<file path="src/rtl/cmd_bus_if.sv">
// Requester handshake plus shared 4-bit cmd/adr/data bus between the arbiter and its peers.
// The arbiter drives the bus through the master modport; requesters and observers use slave.
interface cmd_bus_if #(
    parameter int NUM_REQ = 4
);
    localparam int OW = (NUM_REQ > 1) ? $clog2(NUM_REQ) : 1;

    logic [NUM_REQ-1:0]   req_valid;
    logic [NUM_REQ-1:0]   req_last;
    logic [NUM_REQ-1:0]   req_ready;
    logic [4*NUM_REQ-1:0] req_cmd;
    logic [4*NUM_REQ-1:0] req_adr;
    logic [4*NUM_REQ-1:0] req_data;
    logic [3:0]           bus_cmd;
    logic [3:0]           bus_adr;
    logic [3:0]           bus_data;
    logic [OW-1:0]        bus_owner;
    logic                 bus_busy;

    modport master (
        input  req_valid, req_last, req_cmd, req_adr, req_data,
        output req_ready, bus_cmd, bus_adr, bus_data, bus_owner, bus_busy
    );

    modport slave (
        output req_valid, req_last, req_cmd, req_adr, req_data,
        input  req_ready, bus_cmd, bus_adr, bus_data, bus_owner, bus_busy
    );
endinterface

</file>
<file path="src/rtl/cmd_bus_arbiter.sv">
// Round-robin burst arbiter: one requester owns the registered cmd/adr/data bus per grant,
// bursts end on last, on MAX_BURST beats, or when the owner stops presenting a beat.
module cmd_bus_arbiter #(
    parameter int NUM_REQ   = 4,
    parameter int MAX_BURST = 4
) (
    input  logic      clk,
    input  logic      rst,
    cmd_bus_if.master bus
);
    localparam int OW = (NUM_REQ > 1) ? $clog2(NUM_REQ) : 1;

    typedef enum logic {IDLE, GRANT} state_t;

    state_t        state_reg, state_next;
    logic [OW-1:0] ptr_reg, ptr_next;
    logic [OW-1:0] owner_reg, owner_next;
    logic [3:0]    cnt_reg, cnt_next;
    logic [3:0]    cmd_reg, cmd_next;
    logic [3:0]    adr_reg, adr_next;
    logic [3:0]    data_reg, data_next;

    logic [3:0]    cmd_arr  [NUM_REQ];
    logic [3:0]    adr_arr  [NUM_REQ];
    logic [3:0]    data_arr [NUM_REQ];
    logic [OW-1:0] winner;
    logic          found;
    logic [OW:0]   sum;
    logic          owner_valid;
    logic          owner_last;
    logic          beat_end;

    generate
        for (genvar gi = 0; gi < NUM_REQ; gi++) begin : g_req
            assign cmd_arr[gi]       = bus.req_cmd[4*gi +: 4];
            assign adr_arr[gi]       = bus.req_adr[4*gi +: 4];
            assign data_arr[gi]      = bus.req_data[4*gi +: 4];
            assign bus.req_ready[gi] = (state_reg == GRANT) && (owner_reg == OW'(gi));
        end
    endgenerate

    // Lowest rotation offset from ptr wins, so the search walks ptr, ptr+1, ... with wrap.
    always_comb begin
        found  = 1'b0;
        winner = ptr_reg;
        sum    = '0;
        for (int k = 0; k < NUM_REQ; k++) begin
            sum = {1'b0, ptr_reg} + (OW+1)'(k);
            if (sum >= (OW+1)'(NUM_REQ)) begin
                sum = sum - (OW+1)'(NUM_REQ);
            end
            if (!found && bus.req_valid[sum[OW-1:0]]) begin
                found  = 1'b1;
                winner = sum[OW-1:0];
            end
        end
    end

    assign owner_valid = bus.req_valid[owner_reg];
    assign owner_last  = bus.req_last[owner_reg];

    always_comb begin
        state_next = state_reg;
        ptr_next   = ptr_reg;
        owner_next = owner_reg;
        cnt_next   = cnt_reg;
        cmd_next   = 4'd0;
        adr_next   = 4'd0;
        data_next  = 4'd0;
        beat_end   = 1'b0;
        case (state_reg)
            IDLE: begin
                if (found) begin
                    owner_next = winner;
                    cnt_next   = 4'd0;
                    state_next = GRANT;
                end
            end
            GRANT: begin
                if (owner_valid) begin
                    cmd_next  = cmd_arr[owner_reg];
                    adr_next  = adr_arr[owner_reg];
                    data_next = data_arr[owner_reg];
                    beat_end  = owner_last || (cnt_reg == 4'(MAX_BURST-1));
                    // Counter saturates at MAX_BURST-1 on the closing beat.
                    if (!beat_end) begin
                        cnt_next = cnt_reg + 4'd1;
                    end
                end else begin
                    beat_end = 1'b1;
                end
                if (beat_end) begin
                    state_next = IDLE;
                    ptr_next   = (owner_reg == OW'(NUM_REQ-1)) ? '0 : owner_reg + 1'b1;
                end
            end
            default: state_next = IDLE;
        endcase
    end

    always_ff @(posedge clk) begin
        if (rst) begin
            state_reg <= IDLE;
            ptr_reg   <= '0;
            owner_reg <= '0;
            cnt_reg   <= 4'd0;
            cmd_reg   <= 4'd0;
            adr_reg   <= 4'd0;
            data_reg  <= 4'd0;
        end else begin
            state_reg <= state_next;
            ptr_reg   <= ptr_next;
            owner_reg <= owner_next;
            cnt_reg   <= cnt_next;
            cmd_reg   <= cmd_next;
            adr_reg   <= adr_next;
            data_reg  <= data_next;
        end
    end

    assign bus.bus_cmd   = cmd_reg;
    assign bus.bus_adr   = adr_reg;
    assign bus.bus_data  = data_reg;
    assign bus.bus_owner = owner_reg;
    assign bus.bus_busy  = (state_reg == GRANT);
endmodule

</file>
<file path="src/flat_wrapper.sv">
// flat-port wrapper written by rule: the top's interface ports become plain ports
module cmd_bus_arbiter_flat 
#(
    parameter int NUM_REQ   = 4,
    parameter int MAX_BURST = 4
)
  (clk, rst, bus_req_valid, bus_req_last, bus_req_cmd, bus_req_adr, bus_req_data, bus_req_ready, bus_bus_cmd, bus_bus_adr, bus_bus_data, bus_bus_owner, bus_bus_busy);
  cmd_bus_if #(.NUM_REQ(NUM_REQ)) bus_i ();
  input  logic clk;
  input  logic rst;
  input wire logic [$bits(bus_i.req_valid)-1:0] bus_req_valid;
  input wire logic [$bits(bus_i.req_last)-1:0] bus_req_last;
  input wire logic [$bits(bus_i.req_cmd)-1:0] bus_req_cmd;
  input wire logic [$bits(bus_i.req_adr)-1:0] bus_req_adr;
  input wire logic [$bits(bus_i.req_data)-1:0] bus_req_data;
  output wire logic [$bits(bus_i.req_ready)-1:0] bus_req_ready;
  output wire logic [$bits(bus_i.bus_cmd)-1:0] bus_bus_cmd;
  output wire logic [$bits(bus_i.bus_adr)-1:0] bus_bus_adr;
  output wire logic [$bits(bus_i.bus_data)-1:0] bus_bus_data;
  output wire logic [$bits(bus_i.bus_owner)-1:0] bus_bus_owner;
  output wire logic [$bits(bus_i.bus_busy)-1:0] bus_bus_busy;
  assign bus_i.req_valid = bus_req_valid;
  assign bus_i.req_last = bus_req_last;
  assign bus_i.req_cmd = bus_req_cmd;
  assign bus_i.req_adr = bus_req_adr;
  assign bus_i.req_data = bus_req_data;
  assign bus_req_ready = bus_i.req_ready;
  assign bus_bus_cmd = bus_i.bus_cmd;
  assign bus_bus_adr = bus_i.bus_adr;
  assign bus_bus_data = bus_i.bus_data;
  assign bus_bus_owner = bus_i.bus_owner;
  assign bus_bus_busy = bus_i.bus_busy;
  cmd_bus_arbiter #(.NUM_REQ(NUM_REQ), .MAX_BURST(MAX_BURST)) u_core (.clk(clk), .rst(rst), .bus(bus_i));
endmodule
</file>
<file path="config.mk">
export PLATFORM = sky130hd
export DESIGN_NAME = cmd_bus_arbiter_flat
export DESIGN_NICKNAME = d
export VERILOG_FILES = /design/src/rtl/cmd_bus_if.sv /design/src/rtl/cmd_bus_arbiter.sv /design/src/flat_wrapper.sv
export SDC_FILE = /design/constraint.sdc
export NUM_CORES = 1
export LEC_CHECK = 0
export BUFFER_PORTS_ARGS = -buffer_cell sky130_fd_sc_hd__clkbuf_2
export CAP_MARGIN = 10
export CORE_ASPECT_RATIO = 1.1
export CORE_MARGIN = 2
export CORE_UTILIZATION = 43
export DETAILED_ROUTE_END_ITERATION = 8
export PLACE_DENSITY = 0.78
export SLEW_MARGIN = 20
export SYNTH_ARGS = -nofsm -noshare
export SYNTH_HDL_FRONTEND = slang
export SYNTH_SLANG_ARGS = --single-unit
export TNS_END_PERCENT = 50
</file>
<file path="constraint.sdc">
create_clock -name clk -period 2.5 [get_ports clk]
set_input_delay 0.25 -clock clk [delete_from_list [all_inputs] [get_ports clk]]
set_output_delay 0.25 -clock clk [all_outputs]
set_load 0.01 [all_outputs]
</file>
Yosys cells after proc, flatten, opt, wreduce, memory -nomap -nowiden

Cells that the tools add are included.

Add/subtract/negate cells: 9
Bitwise operators: 3
Multiplexer cells: 43
Reduce and logical (&&, ||, !) cells: 16
Equality and inequality tests: 7
$lt $le $gt $ge: 10

Operators with widths:

| operator                                                                            | number |
|---|---|
| 4-bit 2-to-1 mux                                                                    | 9 |
| 4-bit binary-select mux with 2-bit select                                           | 3 |
| 2-bit 2-to-1 mux                                                                    | 9 |
| 2-bit by 3-bit < comparator with 1-bit output, second input constant                | 5 |
| 1-bit 2-to-1 mux                                                                    | 14 |
| 1-bit binary-select mux with 2-bit select                                           | 6 |
| 3-bit greater-or-equal comparator, second input constant                            | 4 |
| 4-bit case mux with 2 select lines                                                  | 1 |
| 2-bit by 1-bit subtractor with 2-bit output, second input constant                  | 4 |
| 1-bit logical AND                                                                   | 7 |
| 2-bit by 2-bit adder with 3-bit output, second input constant                       | 2 |
| 4-bit by 1-bit adder with 4-bit output, second input constant                       | 1 |
| 2-bit equality test, second input constant                                          | 2 |
| 4-bit by 2-bit equality test with 1-bit output, second input constant               | 1 |
| 2-bit inequality test, second input constant                                        | 2 |
| 2-bit AND reduction                                                                 | 2 |
| 2-bit by 1-bit adder with 3-bit output, second input constant                       | 1 |
| 2-bit by 3-bit greater-or-equal comparator with 1-bit output, second input constant | 1 |
| 1-bit zero test                                                                     | 3 |
| 2-bit inverter with 3-bit output                                                    | 1 |
| 3-bit AND reduction                                                                 | 1 |
| 3-bit OR reduction                                                                  | 1 |
| 2-bit by 1-bit adder with 2-bit output, second input constant                       | 1 |
| 2-bit by 1-bit equality test with 1-bit output, second input constant               | 1 |
| 5 further kinds                                                                     | 6 |

Output and inout bits: 19
Logic and storage cells: 95
Register bits: 21

Logic depth before layout (Yosys ltp)

Depth after elaboration: 16
Depth in mapped cells: 6
Depth with buffers taken out: 5

Least setup slack after synthesis

Ideal clock, no wire load.

Kind: reg2reg
Start point: register u_core.owner_reg[1] (netlist: u_core.bus.bus_owner[1])
End point: register u_core.cnt_reg[2]
Slack: 0.666 ns
Stages on the path, launching flop included: 6
Period minus slack after synthesis: 1.834 ns
Arrival time: 1.764 ns
Cells stage by stage: dfxtp_1 inv_2 mux4_2 buf_6 or4_1 a21oi_1

Cells in the longest elaborated chain, start to end: 5

RTL lines:

| item                                      | RTL line               | RTL |
|---|---|---|
| start, declared                           | cmd_bus_arbiter.sv:17  | `logic [OW-1:0] owner_reg, owner_next;` |
| start signal, assigned                    | cmd_bus_arbiter.sv:113 | `owner_reg <= owner_next;` |
| 1-bit binary-select mux with 2-bit select | cmd_bus_arbiter.sv:60  | `assign owner_last = bus.req_last[owner_reg];` |
| 1-bit 2-to-1 mux (not written as such)    | cmd_bus_arbiter.sv:60  |  |
| 1-bit logical OR                          | cmd_bus_arbiter.sv:84  | `beat_end = owner_last \|\| (cnt_reg == 4'(MAX_BURST-1));` |
| 2-bit inequality test (no source line)    | --                     |  |
| 3-bit AND reduction (no source line) (*)  | --                     |  |
| end signal, assigned                      | cmd_bus_arbiter.sv:114 | `cnt_reg <= cnt_next;` |
| end, declared                             | cmd_bus_arbiter.sv:18  | `logic [3:0] cnt_reg, cnt_next;` |

Every way passes the cells marked *; elsewhere a longest branch is shown, timed or not. The select of a mux whose other input is x is not followed.
A chain may end at the register's enable or synchronous reset.

Worst setup path after layout

Ends and elaborated chain as after synthesis.

==> results.cfg <==
[power]
ir_drop_mv = 0.3108
p_total_uw = 770.5
leakage_uw = 0.0007930
power_density_nw_per_um2 = 447.5

[detailed_routing]
routed_via_density = 5.489
first_pass_iters = 4
vias = 1246
drt-total-wl_mm = 3.303
postRouteAntennaNets = 0
drcViolationCount = 0
dr.first_iter.drc_count = 25
wl_per_cell_um = 14.55

[synthesis]
yosysTopAreaCell = dfxtp_1
ys_warn_count = 0
syn_nets = 181
yosysUniqueCellTypes = 36
synthAdderAreaFrac_pct = 4.859
ys.flop_type = dfxtp_1
synth_top_family_by_area = multiplexers
synth_area_leaders = dfxtp_1 (33%), mux4_2 (21%), nor2b_1 (6.8%)
synthSimpleGateAreaFrac_pct = 23.71
synth_compound_area_share_pct = 8.552
netlist_instances = 118
synth_edf_count = 0
synth_top_area_share_pct = 32.65
synth_common_cells = dfxtp_1 (21), nor2b_1 (14), mux4_2 (12)
async_flop_share_pct = 0
synth_xor_area_share_pct = 0
synth_most_common_cell = dfxtp_1
syn_area_um2 = 1287
syn_avg_cell_area_um2 = 10.91
yosys_register_bits = 21
synth.mux.area_fraction_pct = 25.85
ys_seq_area_share_pct = 32.65

[place]
port_buffers = 76
hpwlAfterDp_mm = 2.643
gp_congestion = 0.8106
place_inst = 223
dp_slack_ns = 0.6984

[critical_path]
crit_path_end_kind = register
critical_path.n_buffers_inverters = 1
cp_top_family = multiplexers
start_kind = register
cp_max_fo = 10
worstSetupPathType = register to register
worstPathArrival_ns = 2.02
crit_slowest_cell = mux4_2
slowest_delay_ns = 0.62
crit_path_cell_trace = inv_2 > mux4_2 > or4_1 > a21oi_1
required_ns = 2.75

[die]
core_um2 = 2803
dieArea_um2 = 3448
initial_utilization_pct = 45.94
die_h_um = 61.39
io_pins = 77
dieWidth_um = 56.17
rows = 20

[clock_tree]
htree_levels = 1
cts_resized = 0
clk_root_buffer_cell = clkbuf_4
postCtsSetupBuffers = 0
clock_sinks = 21
numCtsBuffers = 3
cts_tree = yes
postCtsHoldBufs = 0
clockBufferDepth = 2
clk_pin_slew_ns = 0.12
clk_latency_ns = 0.30

[status]
outcome = complete, no violations

[global_routing]
grt_max_degree = 17
grt_overflow = 0
antenna_found_initial = 0
top_usage_layer = met2
grt.total_usage_pct = 19.50
grt_pass1_vias = 1299
grtUsageMet1_pct = 19.87
grtUsageMet2_pct = 40.00
met3_usage_pct = 3.151
grt_pass1_wl_mm = 5.244

[timing]
setup_tns_ns = 0
fin_worst_skew_ns = 0.005804
maxSlewHeadroom_pct = 58.21
hold_violations = 0
finalSetupViolCount = 0
holdWs_ns = 0.2735
fin_ws_ns = 0.7251
fmax_ghz = 0.5634
post-route-period-util_pct = 71.00
rsz0062_at_grt = false
worst_slew_pin_slew_ns = 0.6255
report.final.slew_viol_count = 0
period_needed_ns = 1.775

[min_path]
hold_path_class = input pin to register

[finish]
nets = 258
nFillCells = 236
layout-drive-gt1-share_pct = 49.48
stdcell_count = 227
area_growth_pct = 33.72
diodes = 0

[flow_run]
max_cap_viol_count = 0
where the power goes:
part | switching [uW] | total (uW) | internal (uW)
logic | 103 | 238 | 135
clock network | 104 | 164 | 59.7
registers | 15.9 | 369 | 353
total | 223 | 771 | 548
worst paths after layout:
check                                from                end  slack, ns  cells after the start
setup / recovery  u_core.bus.bus_owner[1]  u_core.cnt_reg[2]       0.73                      4
hold / removal                        rst  u_core.cnt_reg[2]       0.27                      2
setup reg to reg  u_core.bus.bus_owner[1]  u_core.cnt_reg[2]       0.73                      4
hold reg to reg         u_core.cnt_reg[3]  u_core.cnt_reg[3]       0.52                      1
kinds of logic after synthesis:
logic type,count (synthesis)
AOI/OAI and AO/OA,15
adders and majority gates,5
and+or+nand+nor,50
muxes,15
buffers and inverters,12
DFF,21
cell usage in the layout, fill, tap and decap left out:
cell type and instances:
clkbuf_2 76, dfxtp_1 21, nor2b_1 14, mux4_2 12, nand2b_1 8, ha_1 5
and2_1 4, inv_1 4, nand3_1 4, nand2_1 4, nor3_1 3, a21oi_1 3
clkbuf_4 3, buf_4 3, or4_1 2, o21a_1 2, a211oi_1 2, nor2_1 2
nor3b_1 2, or4b_1 2, mux4_1 2, inv_2 1, a221o_1 1, nand3b_1 1
a211o_1 1, nor4b_1 1, mux2i_1 1, o311ai_1 1, and3_1 1, o211ai_1 1
o21ai_1 1, nor4_1 1, o21bai_1 1, nand4_1 1, o2111ai_1 1, o41ai_1 1
clkinv_2 1
per-stage QoR:
stage | cell area (um^2) | util (%)
final | 1722 | 61.43
after global routing | 1722 | 61.43
after CTS | 1722 | 61.43
after detailed placement | 1694 | 60.45
after global placement | 1694 | 60.45
after floorplan | 1287 | -
layout make-up:
| class | count | area (um^2) | share of cell area (%) |
|---|---|---|---|
| multi-input combinational | 85 | 810.8 | 47.09 |
| sequential | 21 | 420.4 | 24.42 |
| timing repair buffer | 79 | 402.9 | 23.40 |
| tap | 33 | 41.29 | 2.398 |
| clock buffer | 3 | 22.52 | 1.308 |
| inverter | 5 | 18.77 | 1.090 |
| clock inverter | 1 | 5.005 | 0.2907 |
per-layer routing:
metal | vias up | routed length (um)
met4 | 0 | 64
met1 | 580 | 1208
met3 | 9 | 270
met2 | 61 | 1760
li1 | 596 | -
met5 | - | 0
Note: power is estimated with default switching activity, not from simulation.
